### src/rtl/cpu_pkg.sv
// cpu_pkg: shared CPU constants (opcodes, extender modes, reset PC) and the extender-mode predecode
// Used by the fetch stage, the immediate extender and the controller.
package cpu_pkg;
    localparam logic [5:0]  OP_ANDI = 6'h0C;
    localparam logic [5:0]  OP_ORI  = 6'h0D;
    localparam logic [5:0]  OP_XORI = 6'h0E;
    localparam logic [5:0]  OP_LUI  = 6'h0F;
    localparam logic [31:0] RESET_PC_DEFAULT = 32'h0000_3000;
    typedef enum logic [1:0] {
        EXT_ZERO = 2'd0,
        EXT_SIGN = 2'd1,
        EXT_LUI  = 2'd2,
        EXT_RSVD = 2'd3
    } ext_sel_t;
    // Logical immediates zero-extend, lui shifts into the upper half, everything else sign-extends.
    function automatic ext_sel_t ext_mode(input logic [5:0] op);
        return (op == OP_ANDI || op == OP_ORI || op == OP_XORI) ? EXT_ZERO :
               (op == OP_LUI) ? EXT_LUI : EXT_SIGN;
    endfunction
endpackage

### src/rtl/if_id_reg.sv
// if_id_reg: IF/ID pipeline register with flush (bubble), stall (hold) and valid tracking
// Ports: clk, reset (sync, active-high); stall holds, flush loads a bubble (flush wins);
//        instr_in/pc_in/ext_in are the fetched word, its PC and its predecoded extender mode;
//        instr/pc/ext_sel/valid are the registered D-stage copies.
module if_id_reg
    import cpu_pkg::*;
#(
    parameter logic [31:0] RESET_PC  = RESET_PC_DEFAULT,
    parameter logic [31:0] NOP_INSTR = 32'h0000_0000
) (
    input  logic        clk,
    input  logic        reset,
    input  logic        stall,
    input  logic        flush,
    input  logic [31:0] instr_in,
    input  logic [31:0] pc_in,
    input  logic [1:0]  ext_in,
    output logic [31:0] instr,
    output logic [31:0] pc,
    output logic [1:0]  ext_sel,
    output logic        valid
);
    // A flushed slot keeps the PC of the squashed fetch so the bubble stays traceable.
    always_ff @(posedge clk) begin
        if (reset) begin
            instr   <= NOP_INSTR;
            pc      <= RESET_PC;
            ext_sel <= EXT_SIGN;
            valid   <= 1'b0;
        end else if (flush) begin
            instr   <= NOP_INSTR;
            pc      <= pc_in;
            ext_sel <= EXT_SIGN;
            valid   <= 1'b0;
        end else if (!stall) begin
            instr   <= instr_in;
            pc      <= pc_in;
            ext_sel <= ext_in;
            valid   <= 1'b1;
        end
    end
endmodule

### src/rtl/if_stage.sv
// if_stage: instruction fetch stage (PC, next-PC select, extender predecode, IF/ID register)
// Ports: clk, reset (sync, active-high); im_addr/im_rdata combinational instruction memory;
//        stall_D, flush_D, redirect_en, redirect_pc from the D stage / hazard unit;
//        instr_D, pc_D, pc8_D, imm16_D, ext_sel_D, valid_D towards the D stage.
module if_stage
    import cpu_pkg::*;
#(
    parameter logic [31:0] RESET_PC  = RESET_PC_DEFAULT,
    parameter logic [31:0] NOP_INSTR = 32'h0000_0000
) (
    input  logic        clk,
    input  logic        reset,
    output logic [31:0] im_addr,
    input  logic [31:0] im_rdata,
    input  logic        stall_D,
    input  logic        flush_D,
    input  logic        redirect_en,
    input  logic [31:0] redirect_pc,
    output logic [31:0] instr_D,
    output logic [31:0] pc_D,
    output logic [31:0] pc8_D,
    output logic [15:0] imm16_D,
    output logic [1:0]  ext_sel_D,
    output logic        valid_D
);
    logic [31:0] pc;
    logic [31:0] pc_next;
    logic [1:0]  ext_f;
    // A redirect during a stall is dropped; the D stage re-asserts it once the stall clears.
    // The delay slot is never squashed here, so the redirect only steers the PC.
    always_comb pc_next = stall_D ? pc :
                          redirect_en ? (redirect_pc & ~32'd3) : pc + 32'd4;
    always_ff @(posedge clk) begin
        if (reset) pc <= RESET_PC;
        else       pc <= pc_next;
    end
    assign im_addr = pc;
    assign ext_f   = ext_mode(im_rdata[31:26]);
    if_id_reg #(
        .RESET_PC (RESET_PC),
        .NOP_INSTR(NOP_INSTR)
    ) u_if_id (
        .clk     (clk),
        .reset   (reset),
        .stall   (stall_D),
        .flush   (flush_D),
        .instr_in(im_rdata),
        .pc_in   (pc),
        .ext_in  (ext_f),
        .instr   (instr_D),
        .pc      (pc_D),
        .ext_sel (ext_sel_D),
        .valid   (valid_D)
    );
    assign pc8_D   = pc_D + 32'd8;
    assign imm16_D = instr_D[15:0];
endmodule

### config.mk
export PLATFORM = sky130hd
export DESIGN_NAME = if_stage
export DESIGN_NICKNAME = d
export VERILOG_FILES = /design/src/rtl/cpu_pkg.sv /design/src/rtl/if_id_reg.sv /design/src/rtl/if_stage.sv
export SDC_FILE = /design/constraint.sdc
export NUM_CORES = 1
export LEC_CHECK = 0
export CAP_MARGIN = 20
export CELL_PAD_IN_SITES_DETAIL_PLACEMENT = 2
export CELL_PAD_IN_SITES_GLOBAL_PLACEMENT = 2
export CORE_MARGIN = 4
export CORE_UTILIZATION = 25
export DETAILED_ROUTE_END_ITERATION = 16
export GPL_TIMING_DRIVEN = 1
export PLACE_DENSITY_LB_ADDON = 0.1
export RECOVER_POWER = 25
export SYNTH_ARGS = -nofsm -noshare
export SYNTH_HDL_FRONTEND = slang
export SYNTH_HIERARCHICAL = 1
export SYNTH_SLANG_ARGS = --single-unit
### constraint.sdc
create_clock -name clk -period 2.6 [get_ports clk]
set_input_delay 0.52 -clock clk [delete_from_list [all_inputs] [get_ports clk]]
set_output_delay 0.52 -clock clk [all_outputs]
set_load 0.01 [all_outputs]
; ---- After elaboration in Yosys (flattened, before gate mapping)
; Cells that the tools add are included.
; W data, S select, Z words.
[word_totals]
reg_bits = 99
output_inout_bits = 147
[classes]
addsub = 2
n_eq_ne = 5
n_mux = 5
reduce_logical = 3
[ops]
columns = operator, count
row1 = $mux W32, 3
row2 = $add A32 B3 Y32 const B, 1
row3 = $add A32 B4 Y32 const B, 1
row4 = $eq A6 B4 Y1 const B, 4
row5 = $mux W2, 2
row6 = $logic_or A1 B1 Y1, 2
row7 = $ne A2 B1 Y1 const B, 1
row8 = $reduce_or A2 Y1, 1

; ---- Longest topological paths before layout
; Gate-level depths: netlist of run 1.
[logic_depth]
ltp_word = 4
depth_mapped = 7
depth_no_buf = 6

; ---- Cells and area by module
; The synthesis of run 1 kept the hierarchy.
[by_module_without_submodules]
columns = module, n_inst, cells_per_inst, area_each_um2
row1 = if_id_reg, 1, 259, 2743.9
row2 = if_stage, 1, 378, 2732.6

; ---- Least setup slack after synthesis of run 1
; Ideal clock, no wire load.
[synth_path]
kind = register to output
from = register u_if_id.pc[3]
to = output pc8_D[23]
arrival_ns = 1.773
path_slack_ns = 0.307
path_stages_with_launch = 7
n_path_buf = 0
path_cell_list = dfxtp_1 -> ha_1 -> nand3_1 -> or3_1 -> nor3_1 -> nand3_1 -> xnor2_1
[synth_via]
elab_chain_cells = 1
[synth_rtl]
columns = item, line
row1 = start: declaration, if_id_reg.sv:19  ; output logic [31:0] pc,
row2 = start signal: assignment, if_id_reg.sv:32  ; pc <= pc_in;
row3 = start signal: assignment, if_id_reg.sv:37  ; pc <= pc_in;
row4 = $add A32 B4 Y32, if_stage.sv:55  ; assign pc8_D = pc_D + 32'd8;
row5 = end: declaration, if_stage.sv:21  ; output logic [31:0] pc8_D,
; Every way passes these cells.

; ---- Worst setup path after layout of run 1
[layout_path]
from = register u_if_id.pc[14]
to = output pc8_D[31]
; The elaborated chain is that of the path after synthesis.

==> impl_metrics.csv, run 1 <==
group,metric,value,unit
worst_setup_path,crit_family,"simple AND/OR/NAND/NOR gates",
timing,fin_crit_sh,102.3,%
outcome,status,"complete, but fails checks",
logic_synthesis,synth_area,0.005477,mm²
place,dp.cells,1131,
flow_run,cap_violations,0,
worst_setup_path,cp_slowest_stage_delay,0.37,ns
route,drt_first_iter_violations,261,
route,first_pass_iters,4,
floorplan,floorplan.rows,53,
worst_setup_path,path_class,"register to primary output",
power_and_ir_drop,power_leakage,3.148,nW
worst_setup_path,crit_path_start_kind,"register",
power_and_ir_drop,swShare,29.45,%
timing,max_slew_margin,21.41,%
timing,tightestPinTransition,1.179,ns
global_routing,grt_max_degree,44,
route,drt-wirelength-per-cell,20.18,µm
place,placed_area,0.008003,mm²
timing,fin_worst_skew,0.01299,ns
logic_synthesis,netlist.area_leader.share,35.46,%
clock_tree,cts_max_level,3,
timing,maxSlewViolCount,0,
logic_synthesis,ys_seq_elements,97,
layout,synthToLayoutAreaGrowth,53.30,%
clock_tree,cts_buffer_depth,2,
power_and_ir_drop,power_density,439.4,mW/mm²
layout,final_area,0.008396,mm²
global_routing,grt-ovfl-total,0,
logic_synthesis,synth_common_cells,"dfxtp_1, nor2_1, mux2i_1",
floorplan,die-area,0.02434,mm²
clock_tree,cts_tree,"yes",
logic_synthesis,synthArstFlopShare,0,%
logic_synthesis,synth_ff_type,"dfxtp_1",
worst_setup_path,cpMaxStageDelayCell,"nor4_2",
timing,hold_viol,0,
clock_tree,clk_latency,0.36,ns
logic_synthesis,yosysMostFrequentCell,"dfxtp_1",
worst_setup_path,path_max_fanout,2,
logic_synthesis,avgSynthCellArea,8.597,µm²
worst_setup_path,path_buf_inv,2,
power_and_ir_drop,power_switching,0.001086,W
logic_synthesis,synthTopCellsByArea,"dfxtp_1, mux2i_1, nand4bb_1",
place,hpwlAfterDp,17.45,mm
power_and_ir_drop,peakVddDrop,0.2441,mV
power_and_ir_drop,clockPowerShare,36.2,%
worst_setup_path,endpoint_kind,"primary output",
logic_synthesis,synth_top_cell_by_area,"dfxtp_1",
worst_setup_path,cp.required,2.08,ns
global_routing,grt_pass1_vias,6204,
layout,fin_nets,944,
route,vias_per_cell,4.968,
timing,max_clock_freq,375.9,MHz
route,ant_nets,0,
timing,rsz0062_at_grt,"true",
hold_path,min_path_type,"register to register",
layout,drive_above_1_share,17.65,%
floorplan,core_area,0.02129,mm²
place,portBuffers,211,
timing,fin_crit,2.660,ns
logic_synthesis,ys_types,63,
power_and_ir_drop,power,0.003689,W
layout,n_antenna_cell,0,
timing,timing.hold.ws,0.4626,ns
global_routing,antenna_found_initial,0,
timing,setup_violations,5,
clock_tree,cts-buffers-inserted,9,
route,vias,5728,
worst_setup_path,crit_chain,"nand3_2, nor4_2, nand4_1, nor4_4, buf_4, xor2_1, buf_2",
worst_setup_path,crit_arrival,2.14,ns
logic_synthesis,yosys_warnings,6,
layout,final_cells,1153,
floorplan,initial_core_util,25.73,%
floorplan,die_h,156.0,µm
clock_tree,clk_pin_slew,0.07,ns
route,drcViolationCount,0,
clock_tree,cts_root_buf,"clkbuf_16",
logic_synthesis,synth_edf_count,0,
logic_synthesis,ys_seq_area_share,35.46,%
power_and_ir_drop,seq_power_share,44.3,%
global_routing,grtUsageTotal,18.43,%
outcome,violations,"setup timing",
clock_tree,cts_sinks,97,
logic_synthesis,synthCells,637,
floorplan,die_w,156.0,µm
timing,timing.final.ws_setup,-0.06041,ns
layout,fillCellCount,2351,
place,gp_congestion,0.8166,
global_routing,grt_pass1_wl,36.14,mm
route,wl,23.27,mm
floorplan,io_pins,216,
power_and_ir_drop,p_int,0.002603,W
power_and_ir_drop,p_comb_share,19.5,%
==> state kept, by name (all words and copies together), names as in the netlist <==
name / count
im_addr: 30
u_if_id/instr: 32
u_if_id/pc: 32
u_if_id/ext_sel: 2
u_if_id/valid: 1
==> final timing paths <==
kind | startpoint | endpoint | slack [ns] | cells past startpoint
max | u_if_id/pc[14]$_SDFFE_PP0P_ | pc8_D[31] | -0.06 | 7
min | u_if_id/valid$_SDFFE_PP0N_ | u_if_id/valid$_SDFFE_PP0N_ | 0.46 | 2
max reg2reg | im_addr[2]$_SDFFE_PP0N_ | im_addr[12]$_SDFFE_PP1N_ | 0.30 | 6
min reg2reg | u_if_id/valid$_SDFFE_PP0N_ | u_if_id/valid$_SDFFE_PP0N_ | 0.46 | 2
==> power by group through the flow <==
stage / combinational [W] / clock, W / sequential (W)
floorplan: 0.000303 / 0 / 0.00168
global placement: 0.000711 / 0 / 0.00166
detailed placement: 0.000730 / 0 / 0.00167
CTS: 0.000729 / 0.00137 / 0.00163
global route: 0.000779 / 0.00144 / 0.00165
finish: 0.000720 / 0.00134 / 0.00163
==> metrics by stage <==
| step | util (%) | setup TNS (ns) | setup WS [ns] |
|---|---|---|---|
| 3_5_place_dp | 37.59 | -1.661 | -0.4426 |
| 6_report | 39.44 | -0.1950 | -0.06041 |
| 4_1_cts | 39.31 | -1.258 | -0.2385 |
| 2_1_floorplan | - | 0 | 0.3069 |
| 5_1_grt | 39.44 | -1.863 | -0.2053 |
| 3_3_place_gp | 37.59 | -0.9217 | -0.3976 |
==> cell families after synthesis <==
group           count (synthesis)  synth area share (%)
xor+xnor                       27                 4.318
other cells                     1               0.06847
flops                          97                 35.46
compound gates                120                 13.37
buf+inv                        80                 9.550
simple gates                  268                 29.08
mux                            42                 7.699
fa+ha+maj                       2                0.4569
==> cell type report <==
type	count	area (µm²)	share of cell area, %
Clock buffer	9	225.2	2.683
Clock inverter	7	60.06	0.7154
Inverter	13	48.80	0.5812
Multi-Input combinational cell	463	3149	37.51
Sequential cell	97	1954	23.28
Tap cell	275	344.1	4.098
Timing Repair Buffer	289	2614	31.13
==> worst register-to-register path, cell delays in order, from the launching register on <==
cell,delay [ns]
dfxtp_1,0.56
ha_1,0.29
nand4_1,0.20
or3_1,0.46
or3_2,0.44
a21oi_1,0.17
a211o_2,0.12
==> placed cells by master, fill, tap and decap left out, drive strengths merged, types with 17 or more instances in the layout <==
master | synthesis | routed
buf | 45 | 87
nand2 | 23 | 23
xnor2 | 18 | 18
nand3 | 21 | 21
nor2 | 74 | 74
nand2b | 31 | 31
nand4bb | 30 | 30
nand4 | 20 | 20
clkdlybuf4s50 | 0 | 184
nor3 | 17 | 17
o21ai | 41 | 41
a21oi | 30 | 30
mux2i | 41 | 41
dfxtp | 97 | 97
==> repair_timing <==
action                                 in CTS  in global routing
setup endpoints to repair                  20                 19
endpoints found under the hold margin       0                  0
resized for setup                          87                 20
pin swaps                                  13                 10
buffers inserted                            7                  3
hold buffers                                0                  0
==> routing by layer <==
metal	routed length [µm]	up-vias	global-route usage, %
met3	1169	19	2.580
met1	10730	2813	25.28
met5	0	-	0
met4	316	0	4.460
met2	11050	159	30.63
li1	-	2737	-
No activity file was read; power rests on OpenSTA's default activity.
==> inputs of run 2 (changes only) <==
CELL_PAD_IN_SITES_DETAIL_PLACEMENT = 0   (was 2)
CELL_PAD_IN_SITES_GLOBAL_PLACEMENT = 1   (was 2)
CORE_UTILIZATION = 32   (was 25)
GPL_TIMING_DRIVEN = 0   (was 1)
TNS_END_PERCENT = 5   (was unset)
==> run 2 against run 1 <==
  * The run still ends with setup timing left
  * Register-to-register slack lost 0.20 ns
  * Highest routed layer unchanged
  * Power grew 0.28%
  * Largest power group unchanged
  * Sequential cell count unchanged
  * Critical path type unchanged
==> impl_metrics.csv, run 2 (synthesis results as in run 1) <==
group,metric,value,unit
outcome,status,"complete, but fails checks",
outcome,violations,"setup timing",
power_and_ir_drop,power_leakage,3.109,nW
worst_setup_path,endpoint_kind,"primary output",
floorplan,die_h,138.8,µm
worst_setup_path,r2r-start,"im_addr[12]$_SDFFE_PP1N_",
timing,maxSlewViolCount,0,
clock_tree,cts_sinks,97,
worst_setup_path,rrSetupSlack,0.10,ns
route,ant_nets,0,
global_routing,antenna_found_initial,0,
place,portBuffers,211,
route,vias,5580,
worst_setup_path,path_common_cell,"nand4_1",
global_routing,grt_pass1_wl,31.75,mm
global_routing,grt_pass1_vias,5658,
floorplan,core_area,0.01670,mm²
place,hpwlAfterDp,15.29,mm
power_and_ir_drop,power_density,446.4,mW/mm²
clock_tree,cts_root_buf,"clkbuf_16",
worst_setup_path,path_buf_inv,3,
timing,max_slew_margin,55.19,%
global_routing,grtUsageTotal,20.36,%
place,placed_area,0.007875,mm²
timing,max_clock_freq,379.8,MHz
clock_tree,cts-buffers-inserted,9,
clock_tree,clk_pin_slew,0.07,ns
clock_tree,cts_hold_buf,0,
worst_setup_path,crit_family,"simple AND/OR/NAND/NOR gates",
worst_setup_path,cp_slowest_stage_delay,0.38,ns
clock_tree,clk_latency,0.35,ns
worst_setup_path,crit_chain,"nand4_1, buf_6, nor3b_4, nand4_1, buf_4, nor3_4, xnor2_1, buf_2",
layout,final_common_cell,"clkdlybuf4s50_1",
hold_path,min_path_type,"register to register",
route,first_pass_iters,5,
floorplan,initial_core_util,32.79,%
place,dp.cells,1071,
floorplan,die_w,138.8,µm
global_routing,grt-ovfl-total,0,
timing,fin_crit,2.633,ns
timing,fin_crit_sh,101.3,%
worst_setup_path,cp.required,2.08,ns
floorplan,die-area,0.01927,mm²
power_and_ir_drop,power,0.003700,W
worst_setup_path,rr_endpoint,"im_addr[27]$_SDFFE_PP0N_",
timing,fin_worst_skew,0.01089,ns
route,vias_per_cell,5.091,
clock_tree,cts_max_level,3,
layout,layout_common_cells,"clkdlybuf4s50_1, dfxtp_1, nor2_1",
place,gp_congestion,0.8910,
worst_setup_path,cpMaxStageDelayCell,"dfxtp_4",
worst_setup_path,path_max_fanout,8,
route,wl,20.35,mm
floorplan,io_pins,216,
worst_setup_path,crit_arrival,2.11,ns
flow_run,cap_violations,0,
layout,drive_above_1_share,14.16,%
layout,final_area,0.008287,mm²
timing,setup_violations,2,
hold_path,min_from,"u_if_id/valid$_SDFFE_PP0N_",
clock_tree,cts_buffer_depth,2,
layout,fillCellCount,1648,
worst_setup_path,path_class,"register to primary output",
place,pre_cts_ws,-0.4832,ns
layout,fin_nets,942,
layout,final_cells,1096,
worst_setup_path,r2r_cells,6,
route,drt_first_iter_violations,359,
timing,hold_viol,0,
clock_tree,cts_tree,"yes",
hold_path,holdPathEnd,"u_if_id/valid$_SDFFE_PP0N_",
global_routing,grt_max_degree,15,
timing,timing.final.ws_setup,-0.03320,ns
worst_setup_path,crit_path_start_kind,"register",
power_and_ir_drop,peakVddDrop,0.3199,mV
timing,rsz0062_at_grt,"true",
route,drt-wirelength-per-cell,18.56,µm
layout,synthToLayoutAreaGrowth,51.31,%
timing,tightestPinTransition,0.6667,ns
layout,n_antenna_cell,0,
floorplan,floorplan.rows,47,
timing,timing.hold.ws,0.4562,ns
route,drcViolationCount,0,
hold_path,hold_depth,2,
[run 2: cell types whose count changed in the layout (fill, tap and decap cells not counted), moves of 7 or more]
cell / previous run / this run
buf_4: 73 / 30
clkbuf_1: 1 / 30
o21ai_0: 11 / 37
o21ai_1: 30 / 4
dlygate4sd3_1: 1 / 14
dfxtp_1: 89 / 77
clkdlybuf4s50_1: 184 / 177
[run 2: worst max path at each step]
stage / startpoint / endpoint / cells after the start / slack, ns
after floorplan: u_if_id/pc[3]$_SDFFE_PP0P_ / pc8_D[23] / 6 / 0.31
after detailed placement: u_if_id/pc[3]$_SDFFE_PP0P_ / pc8_D[30] / 6 / -0.48
after CTS: u_if_id/pc[7]$_SDFFE_PP0P_ / pc8_D[30] / 8 / -0.16
after global placement: u_if_id/pc[3]$_SDFFE_PP0P_ / pc8_D[25] / 7 / -0.42
after global routing: u_if_id/pc[7]$_SDFFE_PP0P_ / pc8_D[30] / 8 / -0.14
final: u_if_id/pc[7]$_SDFFE_PP0P_ / pc8_D[30] / 8 / -0.03
[run 2: what timing repair did]
action	in CTS	in global routing
endpoints found under the setup margin	22	19
resized for setup	77	31
pin swaps	7	6
setup buffers	4	5
[run 2: power by group]
group | switching [W] | leakage [nW] | total [W] | internal, W
Clock | 0.000593 | 0.137 | 0.00137 | 0.000776
Combinational | 0.000298 | 2.17 | 0.000677 | 0.000378
Sequential | 0.000106 | 0.803 | 0.00165 | 0.00155
Total | 0.000997 | 3.11 | 0.00370 | 0.00270
[run 2: routing by layer]
metal	global-route usage (%)	routed length, µm	vias up
met5	0	0	-
met4	7.364	478	0
met3	3.862	1103	35
met2	33.67	9579	216
met1	26.52	9183	2595
li1	-	-	2734
[run 2: metrics by stage]
step / setup TNS (ns) / util, %
floorplan: 0 / -
global placement: -7.648 / 47.15
detailed placement: -7.685 / 47.15
CTS: -0.6406 / 49.83
global route: -0.7510 / 49.62
finish: -0.04726 / 49.62
[run 2: worst register-to-register path, delay by kind of cell (launching register included)]
| family | cells | cell delay [ns] |
|---|---|---|
| DFF | 1 | 0.56 |
| and+or+nand+nor | 3 | 1.35 |
| AOI/OAI and AO/OA | 2 | 0.29 |
| buffers and inverters | 1 | 0.19 |
[run 2: layout make-up]
type                            count  area (µm²)  area share [%]
Clock inverter                      2       37.54          0.4530
Multi-Input combinational cell    463        3151           38.02
Timing Repair Buffer              220        2123           25.62
Clock buffer                       14       254.0           3.065
Sequential cell                    97        1984           23.95
Tap cell                          220       275.3           3.322
Buffer                             67       412.9           4.983
Inverter                           13       48.80          0.5889
